==> config.mk <==
export PLATFORM = sky130hd
export DESIGN_NAME = adc_sample_scheduler
export DESIGN_NICKNAME = d
export VERILOG_FILES = /design/src/rtl/adc_sample_scheduler.sv
export SDC_FILE = /design/constraint.sdc
export NUM_CORES = 1
export LEC_CHECK = 0
export BUFFER_PORTS_ARGS = -buffer_cell sky130_fd_sc_hd__buf_2
export CAP_MARGIN = 20
export CORE_MARGIN = 2
export CORE_UTILIZATION = 45
export CTS_CLUSTER_SIZE = 40
export DETAILED_ROUTE_END_ITERATION = 12
export GPL_TIMING_DRIVEN = 1
export PLACE_DENSITY = 0.69
export SLEW_MARGIN = 15
export SYNTH_ARGS = -nofsm -noshare
export SYNTH_HDL_FRONTEND = slang
export SYNTH_SLANG_ARGS = --single-unit
==> constraint.sdc <==
create_clock -name clk_20mhz -period 7.2 [get_ports clk_20mhz]
set_input_delay 1.08 -clock clk_20mhz [delete_from_list [all_inputs] [get_ports clk_20mhz]]
set_output_delay 1.08 -clock clk_20mhz [all_outputs]
set_load 0.01 [all_outputs]
==> src/rtl/adc_sample_scheduler.sv <==
// -----------------------------------------------------------------------------
// adc_sample_scheduler
//
// Collects filtered samples from four sinc3 ADC channels (0 = current, 1 = V1,
// 2 = V2, 3 = temp) and serialises them onto a single valid/ready stream,
// tagged with the channel id, for the EKF front end.
//
// Each channel has a one-deep holding register. A round-robin arbiter moves
// pending samples into a registered output stage. Overwrites of an unread
// sample are counted as overruns. A frame pulse is raised once every enabled
// channel has delivered a fresh sample downstream.
//
// Optional feature (compile-time macro ADC_SCHED_TIMESTAMP_EN):
//   A free-running TS_W-bit counter is latched per channel at capture. The
//   latched value is presented on out_ts alongside out_data. When the macro is
//   undefined, the counter, the timestamp registers, the TS_W parameter and
//   the out_ts port do not exist.
//
// Ports
//   clk_20mhz    in   1         system clock
//   rst_n        in   1         asynchronous active-low reset
//   ch_value_in  in   4*DATA_W  {ch3,ch2,ch1,ch0} filtered values
//   ch_valid_in  in   4         per-channel single-cycle valid pulses
//   ch_enable    in   4         channel enable mask
//   out_valid    out  1         output sample valid
//   out_ready    in   1         downstream ready
//   out_data     out  DATA_W    output sample
//   out_ch       out  2         channel id of out_data
//   frame_valid  out  1         1-cycle pulse: all enabled channels delivered
//   overrun      out  4         sticky per-channel overrun flags
//   ovr_count    out  OVR_W     total overruns, saturating at all-ones
//   overrun_clr  in   1         clears overrun and ovr_count
//   out_ts       out  TS_W      capture timestamp (macro builds only)
// -----------------------------------------------------------------------------
module adc_sample_scheduler #(
    parameter int DATA_W = 16,
    parameter int OVR_W  = 8
`ifdef ADC_SCHED_TIMESTAMP_EN
    ,
    parameter int TS_W   = 32
`endif
) (
    input  logic                clk_20mhz,
    input  logic                rst_n,
    input  logic [4*DATA_W-1:0] ch_value_in,
    input  logic [3:0]          ch_valid_in,
    input  logic [3:0]          ch_enable,
    output logic                out_valid,
    input  logic                out_ready,
    output logic [DATA_W-1:0]   out_data,
    output logic [1:0]          out_ch,
    output logic                frame_valid,
    output logic [3:0]          overrun,
    output logic [OVR_W-1:0]    ovr_count,
    input  logic                overrun_clr
`ifdef ADC_SCHED_TIMESTAMP_EN
    ,
    output logic [TS_W-1:0]     out_ts
`endif
);

    // Output handshake: a transfer happens on every rising clock edge where
    // out_valid and out_ready are both high. While out_valid is high and
    // out_ready is low, out_data/out_ch (and out_ts) are held unchanged and
    // out_valid stays high. out_valid never depends combinationally on
    // out_ready.

    logic [DATA_W-1:0] hold [4];
    logic [3:0]        pend;
    logic [3:0]        seen;
    logic [3:0]        en_q;
    logic [1:0]        rr_ptr;

    logic [3:0]        capture;
    logic [3:0]        loaded;
    logic [3:0]        new_ovr;
    logic [3:0]        pend_next;
    logic [3:0]        pend_rot;
    logic [3:0]        hs_bits;
    logic [3:0]        covered;
    logic              handshake;
    logic              load_en;
    logic              grant_any;
    logic              frame_hit;
    logic              en_changed;
    logic [1:0]        grant_off;
    logic [1:0]        grant_idx;
    logic [2:0]        n_ovr;
    logic [OVR_W:0]    cnt_sum;
    logic [OVR_W-1:0]  cnt_next;

    always_comb begin
        capture   = ch_valid_in & ch_enable;
        handshake = out_valid & out_ready;
        load_en   = ~out_valid | out_ready;

        // Rotate pend so that bit 0 is the channel under the RR pointer. The
        // lowest set bit of the rotated vector is then the winner's distance
        // from the pointer. Scanning downwards lets the nearest one win.
        pend_rot  = 4'({pend, pend} >> rr_ptr);
        grant_off = 2'd0;
        for (int k = 3; k >= 0; k--) begin
            if (pend_rot[k]) begin
                grant_off = 2'(k);
            end
        end
        grant_idx = rr_ptr + grant_off;
        grant_any = |pend;

        loaded    = (load_en && grant_any) ? (4'b0001 << grant_idx) : 4'b0000;

        // A capture on top of an unread sample is an overrun unless that
        // sample is leaving for the output stage in the same cycle.
        new_ovr   = capture & pend & ~loaded;
        pend_next = ch_enable & (capture | (pend & ~loaded));

        n_ovr     = 3'(new_ovr[0]) + 3'(new_ovr[1]) + 3'(new_ovr[2]) + 3'(new_ovr[3]);
        cnt_sum   = {1'b0, ovr_count} + (OVR_W+1)'(n_ovr);
        if (overrun_clr) begin
            cnt_next = OVR_W'(n_ovr);
        end else if (cnt_sum[OVR_W]) begin
            cnt_next = '1;
        end else begin
            cnt_next = cnt_sum[OVR_W-1:0];
        end

        hs_bits    = handshake ? (4'b0001 << out_ch) : 4'b0000;
        covered    = seen | hs_bits;
        en_changed = (ch_enable != en_q);
        frame_hit  = handshake && (ch_enable != 4'b0000) &&
                     ((covered & ch_enable) == ch_enable);
    end

    // Holding registers and pending flags
    always_ff @(posedge clk_20mhz or negedge rst_n) begin
        if (!rst_n) begin
            for (int i = 0; i < 4; i++) begin
                hold[i] <= '0;
            end
            pend <= 4'b0000;
        end else begin
            for (int i = 0; i < 4; i++) begin
                if (capture[i]) begin
                    hold[i] <= ch_value_in[i*DATA_W +: DATA_W];
                end
            end
            pend <= pend_next;
        end
    end

    // Output stage and round-robin pointer
    always_ff @(posedge clk_20mhz or negedge rst_n) begin
        if (!rst_n) begin
            out_valid <= 1'b0;
            out_data  <= '0;
            out_ch    <= 2'd0;
            rr_ptr    <= 2'd0;
        end else if (load_en) begin
            if (grant_any) begin
                out_valid <= 1'b1;
                out_data  <= hold[grant_idx];
                out_ch    <= grant_idx;
                rr_ptr    <= grant_idx + 2'd1;
            end else begin
                out_valid <= 1'b0;
            end
        end
    end

    // Overrun tracking and frame detection
    always_ff @(posedge clk_20mhz or negedge rst_n) begin
        if (!rst_n) begin
            overrun     <= 4'b0000;
            ovr_count   <= '0;
            frame_valid <= 1'b0;
            seen        <= 4'b0000;
            en_q        <= 4'b0000;
        end else begin
            // A new overrun in the clearing cycle survives the clear.
            overrun     <= overrun_clr ? new_ovr : (overrun | new_ovr);
            ovr_count   <= cnt_next;
            frame_valid <= frame_hit;
            seen        <= (frame_hit || en_changed) ? 4'b0000 : covered;
            en_q        <= ch_enable;
        end
    end

`ifdef ADC_SCHED_TIMESTAMP_EN
    logic [TS_W-1:0] ts_cnt;
    logic [TS_W-1:0] ts_hold [4];

    always_ff @(posedge clk_20mhz or negedge rst_n) begin
        if (!rst_n) begin
            ts_cnt <= '0;
            for (int i = 0; i < 4; i++) begin
                ts_hold[i] <= '0;
            end
            out_ts <= '0;
        end else begin
            ts_cnt <= ts_cnt + 1'b1;
            for (int i = 0; i < 4; i++) begin
                if (capture[i]) begin
                    ts_hold[i] <= ts_cnt;
                end
            end
            if (load_en && grant_any) begin
                out_ts <= ts_hold[grant_idx];
            end
        end
    end
`endif

endmodule

# After elaboration in Yosys (flattened, before gate mapping)
# Cells that the tools add are included.
[totals] register_bits=110 inputBits=76 out_inout_bits=32 elab_cells=61
[op_classes] add_sub_neg=6 magnitude_cmp=1 n_eq_ne=2 shift=3 n_mux=14 n_bitwise=14 reduce_logical=7
[ops] operator="$bmux 16 s2" n=1
[ops] operator="$mux 16" n=2
[ops] operator="$and 4x4->4" n=6
[ops] operator="$mux 4" n=4
[ops] operator="$mux 8" n=2
[ops] operator="$or 4x4->4" n=3
[ops] operator="$add 8x3->9" n=1
[ops] operator="$mux 2" n=4
[ops] operator="$shl 1x2->4 const A" n=2
[ops] operator="$shr 8x2->4" n=1
[ops] operator="$eq 4x4->1" n=1
[ops] operator="$ne 4x4->1" n=1
[ops] operator="$not 4->4" n=1
[ops] operator="$reduce_bool 4->1" n=1
[ops] operator="$reduce_or 4->1" n=1
[ops] operator="$add 2x1->3" n=1
[ops] operator="$add 3x1->3" n=1
[ops] operator="$ge 3x3->1 const B" n=1
[ops] operator="$logic_and 1x1->1" n=3
[ops] operator="$not 2->3" n=1
[ops] operator="$add 1x1->2" n=1
[ops] operator="$add 2x1->2 const B" n=1
[ops] operator="$add 2x2->2" n=1
[ops] operator="$reduce_and 2->1" n=1
[ops] operator="5 further kinds" n=5

# Longest topological paths before layout
# Gate-level depths: netlist of the first run.
[logic_depth] word_depth=16 depth_mapped=21 mapped_depth_nobuf=19

# Worst setup path before layout of the first run
# Ideal clock, no wire load.
[synth_path] kind="reg2reg" startpoint="reg pend[0]" endpoint="reg ovr_count[1]" setup_ns=0.083 arrival_time_ns=4.410 required_ns=7.117 path_slack_ns=2.708 stages_incl_launch_ff=20 path_buffers=2 synth_period_minus_slack_ns=4.492 cell_sequence="dfrtp_1 -> inv_1 -> o21ai_0 -> a21oi_1 -> o31a_1 -> ha_1 -> clkbuf_1 -> buf_1 -> nand2_1 -> a21oi_1 -> nor2_1 -> fa_1 -> ha_1 -> ha_1 -> inv_1 -> fa_1 -> inv_1 -> a21o_1 -> nand4_1 -> a31oi_1"
[synth_between] elab_chain_cells=16 word_cells_on_any_way=19 classes_between="5 x add/sub; 2 x shift; 7 x mux; 3 x bitwise; 2 x reduce/logical"
[synth_rtl] item="start, declared" line_no="69" text="logic [3:0] pend;"
[synth_rtl] item="start signal, assigned" line_no="147" text="pend <= pend_next;"
[synth_rtl] item="$shr 8x2->4 (*)" line_no="100" text="pend_rot = 4'({pend, pend} >> rr_ptr);"
[synth_rtl] item="$mux 2 (3 in series)" line_no="103" text="if (pend_rot[k]) begin"
[synth_rtl] item="$mux 2 (*)" line_no="103"
[synth_rtl] item="$add 2x2->2 (*)" line_no="107" text="grant_idx = rr_ptr + grant_off;"
[synth_rtl] item="net grant_idx[0]" line_no="87" text="logic [1:0] grant_idx;"
[synth_rtl] item="$shl 1x2->4 (*)" line_no="110" text="loaded = (load_en && grant_any) ? (4'b0001 << grant_idx) : 4'b0000;"
[synth_rtl] item="$mux 4 (*)" line_no="110"
[synth_rtl] item="$not 4->4 (*)" line_no="114" text="new_ovr = capture & pend & ~loaded;"
[synth_rtl] item="$and 4x4->4 (*)" line_no="114"
[synth_rtl] item="$add 1x1->2" line_no="117" text="n_ovr = 3'(new_ovr[0]) + 3'(new_ovr[1]) + 3'(new_ovr[2]) + 3'(new_ovr[3]);"
[synth_rtl] item="$add 2x1->3" line_no="117"
[synth_rtl] item="$add 3x1->3 (*)" line_no="117"
[synth_rtl] item="$add 8x3->9" line_no="118" text="cnt_sum = {1'b0, ovr_count} + (OVR_W+1)'(n_ovr);"
[synth_rtl] item="$mux 8" line_no="121" text="end else if (cnt_sum[OVR_W]) begin"
[synth_rtl] item="$mux 8 (*)" line_no="119" text="if (overrun_clr) begin"
[synth_rtl] item="net cnt_next[1]" line_no="90" text="logic [OVR_W-1:0] cnt_next;"
[synth_rtl] item="end signal, assigned" line_no="181" text="ovr_count <= cnt_next;"
[synth_rtl] item="end, declared" line_no="54" text="output logic [OVR_W-1:0] ovr_count,"
# Mark *: on every way through the listed nets, which the timed path passes. The rest lies on a longest branch.
# A chain may end at the register's enable or synchronous reset.

# Final worst setup path of the first run
[layout_path] startpoint="reg pend[0]" endpoint="reg ovr_count[1]"
[layout_between] elab_chain_cells=16 word_cells_on_any_way=19 classes_between="5 x add/sub; 2 x shift; 7 x mux; 3 x bitwise; 2 x reduce/logical"
[layout_rtl] item="$shr 8x2->4" line_no="100"
[layout_rtl] item="$mux 2 (4 in series)" line_no="103"
[layout_rtl] item="$add 2x2->2" line_no="107"
[layout_rtl] item="$shl 1x2->4" line_no="110"
[layout_rtl] item="$mux 4" line_no="110"
[layout_rtl] item="$not 4->4" line_no="114"
[layout_rtl] item="$and 4x4->4 (*)" line_no="114"
[layout_rtl] item="$add 1x1->2" line_no="117"
[layout_rtl] item="$add 2x1->3" line_no="117"
[layout_rtl] item="$add 3x1->3 (*)" line_no="117"
[layout_rtl] item="$add 8x3->9" line_no="118"
[layout_rtl] item="$mux 8" line_no="121"
[layout_rtl] item="$mux 8 (*)" line_no="119"
[layout_rtl] item="net cnt_next[1]" line_no="90"
# Marked as above.

==> run_results.csv, run 1 <==
group,metric,value,unit
run_status,status,"completed",
setup_path,worstSetupPathDepth,18,
pwr,power.switching,843,uW
logic_synthesis,synth-edff-count,0,
sta,tightest_slew,0.935,ns
pwr,power.internal,1.56,mW
clock_tree,cts_setup_buffers,0,
logic_synthesis,synth_area_leader_cell,"dfrtp_1",
logic_synthesis,synthCells,410,
logic_synthesis,synth_top_cells_by_area,"dfrtp_1 (53%), mux2_2 (18%), mux2i_1 (3.1%)",
finish,final_cell_mix,"dfrtp_1 (110), buf_2 (106), mux2_2 (81), nand2_1 (34), nand4_1 (19)",
pwr,p_per_area,390,nW/um^2
floorplanning,core-area,11300,sq um
routing,drc,0,
setup_path,path_delay_family,"adder cells",
placement,portBuffers,107,
sta,finalMaxSlewViolations,0,
clock_tree,cts_resized,0,
floorplanning,die-area,12300,sq um
setup_path,crit_chain,"inv_1 > o21ai_0 > a21oi_1 > o31a_1 > ha_1 > xor2_1 > or4_4 > a21boi_0 > nor3_1 > fa_1 > ha_1 > ha_1 > inv_1 > fa_1 > inv_1 > a21o_1 > nand4_1 > a31oi_1",
setup_path,crit_fanout,21,
grt,antenna_found_initial,0,
sta,skew,0.00557,ns
floorplanning,die_h,111,um
setup_path,crit_required,7.47,ns
finish,layout_commonest_cell,"dfrtp_1",
finish,num_antenna_cells,0,
setup_path,crit_path_start,"pend[0]",
sta,finalCritPeriodShare,69.4,%
setup_path,reg2reg_depth,18,
sta,slew_headroom,37.7,%
setup_path,worst_setup_path_start_kind,"flop",
logic_synthesis,synth_ff_type,"dfrtp_1",
job,cap_violations,0,
min_path,holdPathStages,1,
min_path,hold_path_class,"reg2reg",
clock_tree,cts_hold_buf,0,
floorplanning,initial_core_util,45.5,%
routing,routed_wl,11.5,mm
pwr,pwr-share-clk,23.9,%
finish,layout-drive-gt1-share,43.4,%
finish,syn2layout_area_growth,19.4,%
finish,fin_nets,591,
clock_tree,clkTransAtPathRegs,0.07,ns
clock_tree,ctsHtreeMaxLevel,3,
setup_path,crit_arrival,5.27,ns
floorplanning,std_cell_rows,39,
routing,final_antenna_net_count,0,
sta,hold_viol,0,
routing,wire_per_inst,17.6,um
clock_tree,insertion_delay,0.35,ns
routing,firstDrtPassIters,4,
placement,pre_cts_ws,2.09,ns
clock_tree,cts-root-buf,"clkbuf_16",
logic_synthesis,syn_avg_cell_area,12.6,sq um
clock_tree,clock_path_buffers,2,
sta,setup_ws,2.20,ns
logic_synthesis,ys_types,51,
grt,grt_usage,19.4,%
floorplanning,num_io_pins,108,
clock_tree,cts_sinks,110,
placement,place.gp.congestion,0.811,
setup_path,critical_path.reg2reg.startpoint,"pend[0]",
finish,nFillCells,978,
routing,vias_per_cell,5.45,
pwr,p_leak,2.84,nW
sta,fin_crit,5.00,ns
finish,stdcell_area,6160,sq um
pwr,p_total,2.40,mW
clock_tree,cts_tree,"done",
grt,grt_max_degree,65,
pwr,p_sw_share,35.1,%
setup_path,slowest_stage,"or4_4",
logic_synthesis,synth.top_cell.area_share,53.4,%
clock_tree,cts_inserted_buffers,9,
logic_synthesis,synth_seq_cells,110,
floorplanning,die_w,111,um
sta,setup-tns-final,0,ns
setup_path,cp-end-kind,"flop",
setup_path,max_stage_delay,0.69,ns
pwr,power_frac_comb,40.6,%
pwr,power_frac_seq,35.5,%
sta,clock.fmax,200,MHz
pwr,vdd_ir_drop_max,0.210,mV
logic_synthesis,yosysSeqAreaShare,53.4,%
sta,setup_viol,0,
routing,vias,3572,
min_path,worstHoldStart,"overrun[3]",
grt,grt_pass1_vias,3692,
logic_synthesis,synthArstFlopShare,100,%
grt,grt_overflow,0,
setup_path,crit_type,"reg2reg",
logic_synthesis,synthesis.nets,494,
sta,timing.hold.ws,0.494,ns
logic_synthesis,yosys_warnings,0,
setup_path,cp_num_buf_inv,3,
placement,placed_cell_area,5780,sq um
logic_synthesis,synth.cell_area,5160,sq um
sta,rsz0062_at_grt,"no",
grt,grt_pass1_wl,19.1,mm
routing,drt_iter0_drc,178,
placement,dp_hpwl,8.30,mm
==> registers in the layout, summed over array words and instances (netlist names) <==
register	flops
en_q	4
frame_valid	1
hold	64
out_ch	2
out_data	16
out_valid	1
overrun	4
ovr_count	8
pend	4
rr_ptr	2
seen	4
==> path summary, 6_finish.rpt <==
check | to | slack [ns]
max | ovr_count[1] | 2.20
min | overrun[3] | 0.49
max reg2reg | ovr_count[1] | 2.20
min reg2reg | overrun[3] | 0.49
max in group asynchronous | hold[28] | 5.23
min in group asynchronous | hold[25] | 0.74
==> kinds of logic (layout without fill, tap and decap cells) <==
group | after synthesis | after routing | synth area share (%)
flops | 110 | 110 | 53.4
mux | 97 | 97 | 20.8
simple gates | 90 | 90 | 8.98
compound gates | 58 | 58 | 9.71
buf+inv | 38 | 140 | 3.37
xor+xnor | 9 | 9 | 1.53
fa+ha+maj | 8 | 8 | 2.23
==> cell type report <==
type	count	area (sq um)	area share, %
tap	143	179	2.91
clock buffer	13	260	4.23
inverter	12	45.0	0.732
clock inverter	3	90.1	1.46
multi-input combinational	262	2230	36.3
sequential	110	2750	44.7
timing repair buffer	112	596	9.67
==> power by group through the flow <==
stage / clock network, mW / logic [mW] / registers (mW)
2_1_floorplan: 0 / 0.733 / 0.852
3_3_place_gp: 0 / 0.946 / 0.856
3_5_place_dp: 0 / 0.967 / 0.863
4_1_cts: 0.585 / 0.973 / 0.851
5_1_grt: 0.609 / 1.06 / 0.869
6_report: 0.573 / 0.975 / 0.852
==> cell usage after synthesis, types with 6 or more instances <==
cell type	n
o311ai_2	8
nor2_1	14
nand4_1	19
dfrtp_1	110
a21oi_1	10
inv_1	12
mux2i_1	16
ha_1	6
mux2_2	81
nand2_1	34
clkbuf_1	16
o311ai_0	9
==> layer usage <==
| layer | global-route usage [%] | routed length, um | vias to the layer above |
|---|---|---|---|
| met5 | 0 | 0 | - |
| met4 | 7.98 | 220 | 0 |
| met3 | 4.10 | 570 | 19 |
| met2 | 30.2 | 5320 | 107 |
| met1 | 26.8 | 5390 | 1749 |
| li1 | - | - | 1697 |
==> per-stage QoR <==
stage / util [%] / std cells
floorplan: - / 410
detailed placement: 51.1 / 638
global route: 54.4 / 655
global placement: 51.1 / 638
finish: 54.4 / 655
CTS: 54.1 / 654
Note: power is estimated with default switching activity, not from simulation.
==> run 2: changes to the inputs <==
--- a/config.mk
+++ b/config.mk
@@ -5,6 +5,7 @@
 export SDC_FILE = /design/constraint.sdc
 export NUM_CORES = 1
 export LEC_CHECK = 0
+export ABC_AREA = 1
 export BUFFER_PORTS_ARGS = -buffer_cell sky130_fd_sc_hd__buf_2
 export CAP_MARGIN = 20
 export CORE_MARGIN = 2
==> constraint.sdc (replaced) <==
create_clock -name clk_20mhz -period 4.8 [get_ports clk_20mhz]
set_input_delay 0.72 -clock clk_20mhz [delete_from_list [all_inputs] [get_ports clk_20mhz]]
set_output_delay 0.72 -clock clk_20mhz [all_outputs]
set_load 0.01 [all_outputs]
==> run 2 against run 1 <==
  * Sequential share of layout area increased by 0.26 points
  * Critical path depth rose by 7
  * Synthesized area down 1.4%
  * Sequential cell count stayed put
  * Critical path type unchanged
==> run_results.csv, run 2 <==
group,metric,value,unit
pwr,pwr-share-clk,20.8,%
routing,routed_wl,12.3,mm
finish,reg_top3,"hold x64, out_data x16, ovr_count x8",
logic_synthesis,synth_commonest_cells,"nand2_1 (237), dfrtp_1 (110), nor2_1 (34)",
clock_tree,cts_sinks,110,
grt,antenna_found_initial,0,
logic_synthesis,synth.top_cell.area_share,54.1,%
sta,rsz0062_at_grt,"no",
finish,syn2layout_area_growth,20.4,%
finish,final_cell_mix,"nand2_1 (237), dfrtp_1 (109), buf_2 (106), nor2_1 (34), mux2_2 (32)",
floorplanning,initial_core_util,46.5,%
pwr,p_sw_share,41.8,%
routing,firstDrtPassIters,4,
setup_path,rrSetupSlack,0.38,ns
grt,grt_overflow,0,
floorplanning,std_cell_rows,38,
sta,setup_viol,0,
grt,grt_usage,21.8,%
finish,fin_nets,761,
setup_path,crit_type,"reg2reg",
sta,setup-tns-final,0,ns
grt,grt_max_degree,73,
sta,fin_crit,4.42,ns
logic_synthesis,synth_seq_cells,110,
clock_tree,clkTransAtPathRegs,0.08,ns
setup_path,crit_arrival,4.70,ns
finish,num_antenna_cells,0,
setup_path,crit_fanout,6,
routing,drt_iter0_drc,200,
placement,dp_hpwl,8.92,mm
finish,layout-drive-gt1-share,27.1,%
logic_synthesis,synthArstFlopShare,100,%
setup_path,reg2reg_to,"ovr_count[7]",
logic_synthesis,synth-edff-count,0,
pwr,power_frac_seq,33.2,%
clock_tree,cts_tree,"done",
routing,wire_per_inst,15.0,um
floorplanning,die_w,110,um
floorplanning,die_h,110,um
logic_synthesis,synthCells,564,
placement,portBuffers,107,
grt,grt_pass1_wl,19.9,mm
pwr,power.internal,2.16,mW
logic_synthesis,synth_ff_type,"dfrtp_1",
pwr,power.switching,1.55,mW
floorplanning,die-area,12200,sq um
routing,vias,4176,
routing,drc,0,
clock_tree,insertion_delay,0.36,ns
setup_path,worst_setup_path_start_kind,"flop",
pwr,power_frac_comb,46.0,%
setup_path,critical_path.reg2reg.startpoint,"rr_ptr[0]",
clock_tree,ctsHtreeMaxLevel,3,
finish,nFillCells,1039,
setup_path,max_stage_delay,0.48,ns
clock_tree,cts-root-buf,"clkbuf_16",
clock_tree,cts_inserted_buffers,9,
routing,vias_per_cell,5.08,
clock_tree,clock_path_buffers,2,
logic_synthesis,synth.cell_area,5090,sq um
floorplanning,num_io_pins,108,
setup_path,crit_required,5.08,ns
logic_synthesis,synthesis.nets,648,
floorplanning,core-area,10900,sq um
sta,timing.hold.ws,0.472,ns
routing,final_antenna_net_count,0,
job,cap_violations,0,
sta,setup_ws,0.383,ns
sta,tightest_slew,0.902,ns
logic_synthesis,synth_top_cells_by_area,"dfrtp_1 (54%), nand2_1 (17%), mux2_2 (7.1%)",
setup_path,slowest_stage,"fa_1",
logic_synthesis,synth_most_common_cell,"nand2_1",
logic_synthesis,yosys_warnings,0,
sta,slew_headroom,39.9,%
finish,final_util,56.0,%
logic_synthesis,syn_avg_cell_area,9.02,sq um
clock_tree,cts_hold_buf,0,
sta,finalCritPeriodShare,92.0,%
pwr,vdd_ir_drop_max,0.400,mV
finish,largest_reg_flops,64,
placement,place.gp.congestion,0.850,
setup_path,cp-end-kind,"flop",
grt,grt_pass1_vias,4120,
logic_synthesis,ys_types,32,
logic_synthesis,yosysSeqAreaShare,54.1,%
sta,finalMaxSlewViolations,0,
finish,layout_commonest_cell,"nand2_1",
sta,skew,0.00811,ns
placement,pre_cts_ws,0.396,ns
pwr,p_per_area,606,nW/um^2
logic_synthesis,synth_area_leader_cell,"dfrtp_1",
sta,clock.fmax,226,MHz
sta,hold_viol,0,
pwr,p_leak,3.28,nW
setup_path,reg2reg_depth,25,
min_path,hold_path_class,"in2async",
finish,largest-register,"hold",
run_status,status,"completed",
-- run 2: changes by cell type in the layout (fill, tap and decap cells not counted), sizes merged, moves of 14 or more --
cell / delta
inv: +18
mux2: -49
nand2: +206
nand3: +14
nand4: -17
nor2: +20
o21ai: +19
o311ai: -17
-- run 2: critical path, delay by kind of cell, from the launching register on --
| family | cells | cell delay [ns] |
|---|---|---|
| AOI/OAI and AO/OA | 3 | 0.35 |
| adders and majority gates | 5 | 1.78 |
| buffers and inverters | 7 | 0.59 |
| DFF | 1 | 0.45 |
| and+or+nand+nor | 10 | 1.17 |
-- run 2: metal layers --
metal	vias up	global-route usage [%]	routed length, um
li1	2024	-	-
met1	2007	27.3	5300
met2	126	36.2	6010
met3	19	6.53	767
met4	0	7.23	227
met5	-	0	0
-- run 2: worst max path at each step --
stage | startpoint | to | slack, ns
after CTS | rr_ptr[0] | ovr_count[3] | 0.34
after global routing | rr_ptr[0] | ovr_count[7] | 0.005
after floorplan | rr_ptr[0] | ovr_count[5] | 0.69
after detailed placement | rr_ptr[0] | ovr_count[5] | 0.40
after global placement | rr_ptr[0] | ovr_count[5] | 0.62
final | rr_ptr[0] | ovr_count[7] | 0.38
-- run 2: cells by family (layout without fill, tap and decap cells) --
logic type	after synthesis	in the layout	share of synthesized area, %
adder cells (fa/ha/maj)	8	8	2.26
AND/OR/NAND/NOR	296	296	22.9
multiplexers	48	48	10.2
flip-flops	110	110	54.1
AO/OA/AOI/OAI	45	45	5.14
buffers and inverters	50	168	4.18
XOR/XNOR	7	7	1.21
-- run 2: power groups by stage --
| stage | clock [mW] | combinational [mW] | sequential (mW) |
|---|---|---|---|
| detailed placement | 0 | 1.73 | 1.24 |
| CTS | 0.790 | 1.73 | 1.23 |
| global placement | 0 | 1.69 | 1.23 |
| global route | 0.822 | 1.92 | 1.25 |
| finish | 0.772 | 1.70 | 1.23 |
| floorplan | 0 | 1.23 | 1.26 |
-- run 2: repair_timing --
item / 4_1_cts / 5_1_grt
buffers inserted: 0 / 1
gates resized for setup: 0 / 4
endpoints found under the setup margin: 0 / 8
-- run 2: cell type report --
| class | instances | area (sq um) | share of cell area [%] |
|---|---|---|---|
| Tap cell | 140 | 175 | 2.86 |
| Clock inverter | 6 | 70.1 | 1.14 |
| Clock buffer | 10 | 239 | 3.90 |
| Inverter | 32 | 120 | 1.96 |
| Timing Repair Buffer | 120 | 636 | 10.4 |
| Sequential cell | 110 | 2750 | 45.0 |
| Multi-Input combinational cell | 404 | 2130 | 34.8 |
-- run 2: through the flow --
stage               power (mW)  instance area (sq um)  instances
floorplan                 2.49                   5090        564
global placement          2.93                   5800        805
detailed placement        2.97                   5800        805
CTS                       3.75                   6110        821
global route              4.00                   6120        822
finish                    3.71                   6120        822
